## config.mk

```make
export PLATFORM = sky130hd
export DESIGN_NAME = addr_map_cfg_flat
export DESIGN_NICKNAME = d
export VERILOG_FILES = /design/src/rtl/addr_map_cfg_if.sv /design/src/rtl/addr_map_cfg.sv /design/src/flat_wrapper.sv
export SDC_FILE = /design/constraint.sdc
export NUM_CORES = 2
export LEC_CHECK = 0
export CORE_UTILIZATION = 45
export CTS_CLUSTER_SIZE = 24
export DETAILED_ROUTE_END_ITERATION = 6
export PLACE_DENSITY = 0.71
export SYNTH_ARGS = -nofsm -noshare
export SYNTH_HDL_FRONTEND = slang
export SYNTH_SLANG_ARGS = --single-unit
```

## constraint.sdc

```tcl
create_clock -name clk_i -period 4.65 [get_ports clk_i]
set_clock_uncertainty 0.1 [all_clocks]
set_input_delay 0.6975 -clock clk_i [delete_from_list [all_inputs] [get_ports clk_i]]
set_output_delay 0.6975 -clock clk_i [all_outputs]
set_load 0.005 [all_outputs]
```

## src/rtl/addr_map_cfg_if.sv

```systemverilog
// addr_map_cfg_if: register-bus request/response between a config master and addr_map_cfg
interface addr_map_cfg_if;
  logic        valid;
  logic        ready;
  logic        write;
  logic [63:0] addr;
  logic [31:0] wdata;
  logic [3:0]  wstrb;
  logic [31:0] rdata;
  logic        error;
  modport master (output valid, write, addr, wdata, wstrb, input ready, rdata, error);
  modport slave (input valid, write, addr, wdata, wstrb, output ready, rdata, error);
endinterface

```

## src/rtl/addr_map_cfg.sv

```systemverilog
// addr_map_cfg: shadow/active address-map table with validated, quiesced atomic commit
module addr_map_cfg #(
  parameter int unsigned NumRules = 4,
  parameter int unsigned NumMstPorts = 4,
  localparam int unsigned PortW = (NumMstPorts > 1) ? $clog2(NumMstPorts) : 1,
  localparam int unsigned KW = (NumRules > 1) ? $clog2(NumRules) : 1,
  parameter logic [NumRules-1:0][159:0] ResetMap = '0
) (
  input  logic                       clk_i,
  input  logic                       rst_i,
  addr_map_cfg_if.slave              reg_bus,
  output logic [NumRules-1:0][159:0] addr_map_o,
  output logic                       en_default_mst_port_o,
  output logic [PortW-1:0]           default_mst_port_o,
  output logic                       quiesce_req_o,
  input  logic                       quiesce_ack_i,
  output logic [7:0]                 map_gen_o
);
  typedef enum logic [1:0] {IDLE, CHECK, QUIESCE, APPLY} state_e;
  state_e state_q;
  logic [NumRules-1:0][159:0] sh_q, act_q;
  logic sh_en_q, act_en_q, err_q, locked_q, qreq_q;
  logic [7:0] sh_port_q, act_port_q, gen_q;
  logic [KW-1:0] k_q, ri;
  logic [5:0] err_rule_q;
  logic [11:0] a;
  logic [7:0] boff;
  logic [31:0] rule_rd, wmask;
  logic [159:0] cur;
  logic is_rule, is_ctrl, is_stat, is_dflt, busy, bad, wr_ok, last, rule_bad, dflt_bad;
  logic unused_ok;
  assign a = reg_bus.addr[11:0];
  assign ri = a[5 +: KW];
  assign is_rule = !a[11] && 32'(a[10:5]) < NumRules && a[4:2] <= 3'd4 && a[1:0] == 2'b0;
  assign is_ctrl = a == 12'h800;
  assign is_stat = a == 12'h804;
  assign is_dflt = a == 12'h808;
  // rule word layout inside the packed {idx, start_addr, end_addr} entry
  assign boff = a[4:2] == 3'd0 ? 8'd64 : a[4:2] == 3'd1 ? 8'd96 : a[4:2] == 3'd2 ? 8'd0 :
                a[4:2] == 3'd3 ? 8'd32 : 8'd128;
  assign rule_rd = sh_q[ri][boff +: 32];
  assign wmask = {{8{reg_bus.wstrb[3]}}, {8{reg_bus.wstrb[2]}}, {8{reg_bus.wstrb[1]}}, {8{reg_bus.wstrb[0]}}};
  assign busy = state_q != IDLE;
  assign bad = !(is_rule || is_ctrl || is_stat || is_dflt) ||
               (reg_bus.write && (busy || locked_q || is_stat));
  assign wr_ok = reg_bus.valid && reg_bus.write && !bad;
  assign reg_bus.ready = reg_bus.valid;
  assign reg_bus.error = reg_bus.valid && bad;
  assign reg_bus.rdata = is_rule ? rule_rd :
                         is_stat ? {18'b0, err_rule_q, 5'b0, locked_q, err_q, busy} :
                         is_dflt ? {16'b0, sh_port_q, 7'b0, sh_en_q} : '0;
  assign cur = sh_q[k_q];
  assign last = k_q == KW'(NumRules - 1);
  assign rule_bad = cur[127:64] > cur[63:0] || cur[159:128] >= NumMstPorts;
  assign dflt_bad = sh_en_q && 32'(sh_port_q) >= NumMstPorts;
  always_ff @(posedge clk_i) begin
    if (rst_i) begin
      state_q <= IDLE;
      sh_q <= ResetMap;
      act_q <= ResetMap;
      sh_en_q <= 1'b0;
      sh_port_q <= '0;
      act_en_q <= 1'b0;
      act_port_q <= '0;
      err_q <= 1'b0;
      err_rule_q <= '0;
      locked_q <= 1'b0;
      qreq_q <= 1'b0;
      gen_q <= '0;
      k_q <= '0;
    end else begin
      if (wr_ok && is_rule) sh_q[ri][boff +: 32] <= (rule_rd & ~wmask) | (reg_bus.wdata & wmask);
      if (wr_ok && is_dflt && reg_bus.wstrb[0]) sh_en_q <= reg_bus.wdata[0];
      if (wr_ok && is_dflt && reg_bus.wstrb[1]) sh_port_q <= reg_bus.wdata[15:8];
      if (wr_ok && is_ctrl && reg_bus.wstrb[0] && reg_bus.wdata[1]) locked_q <= 1'b1;
      case (state_q)
        IDLE: if (wr_ok && is_ctrl && reg_bus.wstrb[0] && reg_bus.wdata[0]) begin
          state_q <= CHECK;
          err_q <= 1'b0;
          k_q <= '0;
        end
        CHECK: if (rule_bad || (last && dflt_bad)) begin
          err_q <= 1'b1;
          err_rule_q <= rule_bad ? 6'(k_q) : 6'd63;
          state_q <= IDLE;
        end else if (last) begin
          state_q <= QUIESCE;
          qreq_q <= 1'b1;
        end else k_q <= k_q + 1'b1;
        QUIESCE: if (quiesce_ack_i) state_q <= APPLY;
        APPLY: begin
          act_q <= sh_q;
          act_en_q <= sh_en_q;
          act_port_q <= sh_port_q;
          gen_q <= gen_q + 8'd1;
          qreq_q <= 1'b0;
          state_q <= IDLE;
        end
        default: state_q <= IDLE;
      endcase
    end
  end
  assign addr_map_o = act_q;
  assign en_default_mst_port_o = act_en_q;
  assign default_mst_port_o = act_port_q[PortW-1:0];
  assign quiesce_req_o = qreq_q;
  assign map_gen_o = gen_q;
  assign unused_ok = ^{reg_bus.addr[63:12], act_port_q[7:PortW]};
endmodule
```

## src/flat_wrapper.sv

```systemverilog
// flat-port wrapper written by rule: the top's interface ports become plain ports
module addr_map_cfg_flat 
#(
  parameter int unsigned NumRules = 4,
  parameter int unsigned NumMstPorts = 4,
  localparam int unsigned PortW = (NumMstPorts > 1) ? $clog2(NumMstPorts) : 1,
  localparam int unsigned KW = (NumRules > 1) ? $clog2(NumRules) : 1,
  parameter logic [NumRules-1:0][159:0] ResetMap = '0
)
  (clk_i, rst_i, addr_map_o, en_default_mst_port_o, default_mst_port_o, quiesce_req_o, quiesce_ack_i, map_gen_o, reg_bus_valid, reg_bus_write, reg_bus_addr, reg_bus_wdata, reg_bus_wstrb, reg_bus_ready, reg_bus_rdata, reg_bus_error);
  addr_map_cfg_if reg_bus_i ();
  input  logic clk_i;
  input  logic rst_i;
  output logic [NumRules-1:0][159:0] addr_map_o;
  output logic en_default_mst_port_o;
  output logic [PortW-1:0] default_mst_port_o;
  output logic quiesce_req_o;
  input  logic quiesce_ack_i;
  output logic [7:0] map_gen_o;
  input wire logic [$bits(reg_bus_i.valid)-1:0] reg_bus_valid;
  input wire logic [$bits(reg_bus_i.write)-1:0] reg_bus_write;
  input wire logic [$bits(reg_bus_i.addr)-1:0] reg_bus_addr;
  input wire logic [$bits(reg_bus_i.wdata)-1:0] reg_bus_wdata;
  input wire logic [$bits(reg_bus_i.wstrb)-1:0] reg_bus_wstrb;
  output wire logic [$bits(reg_bus_i.ready)-1:0] reg_bus_ready;
  output wire logic [$bits(reg_bus_i.rdata)-1:0] reg_bus_rdata;
  output wire logic [$bits(reg_bus_i.error)-1:0] reg_bus_error;
  assign reg_bus_i.valid = reg_bus_valid;
  assign reg_bus_i.write = reg_bus_write;
  assign reg_bus_i.addr = reg_bus_addr;
  assign reg_bus_i.wdata = reg_bus_wdata;
  assign reg_bus_i.wstrb = reg_bus_wstrb;
  assign reg_bus_ready = reg_bus_i.ready;
  assign reg_bus_rdata = reg_bus_i.rdata;
  assign reg_bus_error = reg_bus_i.error;
  addr_map_cfg #(.NumRules(NumRules), .NumMstPorts(NumMstPorts), .ResetMap(ResetMap)) u_core (.clk_i(clk_i), .rst_i(rst_i), .reg_bus(reg_bus_i), .addr_map_o(addr_map_o), .en_default_mst_port_o(en_default_mst_port_o), .default_mst_port_o(default_mst_port_o), .quiesce_req_o(quiesce_req_o), .quiesce_ack_i(quiesce_ack_i), .map_gen_o(map_gen_o));
endmodule
```

# --- After elaboration in Yosys (flattened, before gate mapping) ---
# Index checks and enable logic that the tools add are counted.
word_totals:
  register_bits: 1313
  inputBits: 105
  output_inout_bits: 686
  word_cells: 124
classes:
  add_sub_neg: 3
  n_lt_le_gt_ge: 8
  n_eq_ne: 17
  shift: 3
  mux: 30
  bitwise_logic: 4
  n_reduce_logical: 40
ops:
  columns: ["operator", "count"]
  rows:
  - ["160-bit binary-select mux with 2-bit select", 2]
  - ["640-bit bitwise mux", 1]
  - ["160-bit 2-to-1 mux", 3]
  - ["160-bit demux with 2-bit select", 1]
  - ["32-bit by 10-bit variable shift with 160-bit output, first input constant", 1]
  - ["160-bit by 9-bit variable part select with 32-bit output", 1]
  - ["32-bit by 10-bit variable part select with 160-bit output", 1]
  - ["32-bit bitwise AND", 2]
  - ["64-bit greater-than comparator", 1]
  - ["32-bit 2-to-1 mux", 2]
  - ["12-bit == test, second input constant", 3]
  - ["32-bit by 3-bit >= comparator with 1-bit output, second input constant", 1]
  - ["8-bit 2-to-1 mux", 4]
  - ["32-bit inverter", 1]
  - ["32-bit bitwise OR", 1]
  - ["1-bit logical AND", 18]
  - ["16-bit 2-to-1 mux", 1]
  - ["2-bit 2-to-1 mux", 7]
  - ["8-bit negator with 10-bit output", 1]
  - ["3-bit AND reduction", 3]
  - ["8-bit by 1-bit adder with 8-bit output, second input constant", 1]
  - ["8-bit by 3-bit >= comparator with 1-bit output, second input constant", 1]
  - ["1-bit logical OR", 8]
  - ["2-bit case mux with 4 select lines", 1]
  - ["22 further kinds", 39]

# --- Longest topological paths before layout ---
logic_depth:
  word_depth: 16
  ltp_mapped: 14
  ltp_nobuf: 11

# --- Worst setup path before layout ---
# No wires, ideal clock.
synth_path:
  path_kind: "register to register"
  from: "register u_core.k_q[0]"
  to: "register with a tool-made name"
  t_arrival_ps: 4255
  required_time_ps: 4458
  path_slack_ps: 203
  path_stages_with_launch: 14
  n_path_buf: 3
  synth_period_minus_slack_ps: 4447
  path_cell_list: "dfxtp_1 -> clkbuf_1 -> clkbuf_1 -> buf_1 -> mux4_2 -> ha_1 -> a21o_1 -> nand3_1 -> a21oi_1 -> or4b_2 -> a21o_1 -> o21ai_0 -> nand3_1 -> o32ai_1"
synth_lines:
  columns: ["item", "line", "source"]
  rows:
  - ["start, declared", "addr_map_cfg.sv:24", "logic [KW-1:0] k_q, ri;"]
  - ["start signal, assigned", "addr_map_cfg.sv:89", "end else k_q <= k_q + 1'b1;"]

==> flow_metrics.env <==
export IMPL_synth_top_area_cell="dfxtp_1"
export IMPL_die_w_microns=345
export IMPL_die_y_microns=345
export IMPL_seq_area_frac_synth_pct=49.5
export IMPL_place_inst=7849
export IMPL_hold_violations=0
export IMPL_yosysMostFrequentCell="nand2_1"
export IMPL_path_class="register to register"
export IMPL_grt_start_max_net_pins=179
export IMPL_vias_per_cell=5.93
export IMPL_p_leak_nw=22.3
export IMPL_max_slew_margin_pct=15.9
export IMPL_post_route_period_util_pct=95.3
export IMPL_critPathLaunchType="register"
export IMPL_cp_required_ps=5190
export IMPL_synth_avg_cell_area_sq_um=8.91
export IMPL_max_freq_ghz=0.226
export IMPL_die_area_sq_mm=0.119
export IMPL_cts_inserted_buffers=140
export IMPL_p_total_mw=23.5
export IMPL_core_sq_mm=0.117
export IMPL_rrSetupSlack_ps=220
export IMPL_finalNonFillerCells=8101
export IMPL_timing_setup_tns_ps=0
export IMPL_clk_pin_slew_worst_paths_ps=50
export IMPL_worst_hold_slack_ps=352
export IMPL_cts_htree_levels=4
export IMPL_post_drt_wl_per_cell_microns=25.6
export IMPL_grt_first_pass_wirelength_microns=301000
export IMPL_io_pins=791
export IMPL_setup_ws_ps=221
export IMPL_setup_viol=0
export IMPL_worstHoldPathType="register to register"
export IMPL_syn_inst=5950
export IMPL_drv_slew=0
export IMPL_initial_core_util_pct=45.5
export IMPL_outcome="complete, no violations"
export IMPL_synth_seq_cells=1310
export IMPL_synth_warnings=0
export IMPL_preCtsSetupSlack_ps=182
export IMPL_dp_hpwl_microns=148000
export IMPL_synthArstFlopShare_pct=0
export IMPL_critPathArrivalTime_ps=4970
export IMPL_drive_gt1_share_pct=11.3
export IMPL_ys_types=53
export IMPL_place_congestion=0.994
export IMPL_synth_edf_count=0
export IMPL_layout_nets=6643
export IMPL_grt_total_usage_pct=33.8
export IMPL_p_per_area_mw_per_mm2=351
export IMPL_num_rows=125
export IMPL_grt_pass1_vias=44700
export IMPL_clock_sinks=1310
export IMPL_ys_top_cells_by_count="nand2_1 (1998), dfxtp_1 (1310), a21oi_1 (698)"
export IMPL_synth_area_sq_mm=0.0530
export IMPL_via_count=48000
export IMPL_syn_nets=6126
export IMPL_crit_path_end_kind="register"
export IMPL_finalCriticalPeriod_ps=4430
export IMPL_cts_tree="built"
export IMPL_synth_ff_type="dfxtp_1"
export IMPL_hold_buffers=0
export IMPL_io_buffer_count=738
export IMPL_routed_wl_microns=207000
export IMPL_peakVddDrop_v=0.000336
export IMPL_worst_slew_pin_slew_ps=1260
export IMPL_synth_area_leaders="dfxtp_1 (49%), nand2_1 (14%), mux4_2 (14%)"
export IMPL_drt_iter0_markers=6517
export IMPL_synth_top_area_share_pct=49.5
export IMPL_rsz0062_at_grt="false"
export IMPL_clock_path_buffers=3
export IMPL_crit_fanout=30
export IMPL_route_detailed_drc=0
export IMPL_overflow=0
export IMPL_area_delta_synth_final_pct=26.0
export IMPL_cts_root_buf="clkbuf_16"
export IMPL_postRouteAntennaNets=0
export IMPL_clk_latency_ps=780
export IMPL_antenna_found_initial=6
export IMPL_drtPass1Iterations=6
export IMPL_cap_viol_max_count=0
[critical path: stages (launching register included)]
cell       delay (ps)
dfxtp_4           580
buf_12            300
buf_4             290
mux4_2            520
inv_1              70
ha_1              250
a21oi_1           180
o21a_1            190
a2bb2oi_1         350
o211ai_1          310
a21o_1            250
o21ai_0           160
buf_4             180
nand3_1           180
o32ai_1           380
[per-stage QoR]
stage / util (%) / cell area (sq um)
finish: 57.3 / 66800
global route: 57.3 / 66800
CTS: 57.3 / 66800
detailed placement: 53.2 / 62000
global placement: 53.2 / 62000
floorplan: - / 53000
[cells in the final DEF (no fill, tap or decap), drive strengths merged, types with 6 or more instances in the layout]
cell           netlist  final
mux2i               41     41
and2                 7      7
a21oi              698    698
nand3               14     14
buf                 73    137
nor2                59     59
inv                103    109
mux4               320    320
o21ai              658    658
clkdlybuf4s50        0    733
a211oi               7      7
ha                  71     71
nand4               27     27
nor4                28     28
o211ai              10     10
nor3b                6      6
nand2             1998   1998
clkinv               0     29
clkbuf             422    197
dfxtp             1310   1310
nor3                12     12
bufinv               0     11
mux2                30     30
[layout make-up]
cell class | instances | area [sq um]
Clock buffer | 197 | 4070
Inverter | 103 | 387
Tap cell | 1524 | 1910
Fill cell | 10200 | 49800
Clock inverter | 51 | 683
Timing Repair Buffer | 870 | 8790
Multi-Input combinational cell | 4042 | 24700
Sequential cell | 1310 | 26200
Antenna cell | 4 | 10.0
[power by group]
part	total, mW	internal, mW	switching (mW)
clock network	11.5	6.76	4.78
registers	11.2	11.2	0.000000461
logic	0.715	0.190	0.525
[metal layers]
| layer | share of wire, % | track usage [%] | vias to the layer above | wire length [microns] |
|---|---|---|---|---|
| li1 | - | - | 21300 | - |
| met1 | 36 | 40.4 | 23300 | 74600 |
| met2 | 46 | 54.0 | 2802 | 96200 |
| met3 | 9.6 | 7.45 | 616 | 19900 |
| met4 | 7.9 | 24.0 | 2 | 16400 |
| met5 | 0.0097 | 0 | - | 20 |
[repair_timing]
item	CTS	global route
endpoints found under the setup margin	0	3
resized for setup	0	1
buffers inserted	0	0
[kinds of logic (layout without fill, tap and decap cells)]
logic type,Yosys count,count (layout),share of synthesized area [%]
xor+xnor,7,7,0.116
buf+inv,598,1221,4.28
compound gates,1398,1398,13.4
simple gates,2175,2175,16.0
other cells,0,4,0
mux,391,391,15.0
flops,1310,1310,49.5
fa+ha+maj,71,71,1.68
[sequential cells by signal, summed over array words and instances, names as in the netlist, named ones only]
register,flops
u_core.act_port_q,2
u_core.err_q,1
u_core.en_default_mst_port_o,1
u_core.k_q,2
u_core.sh_q,640
u_core.sh_en_q,1
u_core.locked_q,1
u_core.sh_port_q,8
u_core.state_q,1
u_core.map_gen_o,8
u_core.quiesce_req_o,1
u_core.addr_map_o,640
u_core.err_rule_q,3
[path summary, 6_finish.rpt]
check	to	cells after the start	start
max	register	14	u_core.k_q[0]
min	u_core.addr_map_o[270]	2	u_core.addr_map_o[270]
max reg2reg	register	14	u_core.k_q[0]
min reg2reg	u_core.addr_map_o[270]	2	u_core.addr_map_o[270]
Power figures use the tool's default switching activity.
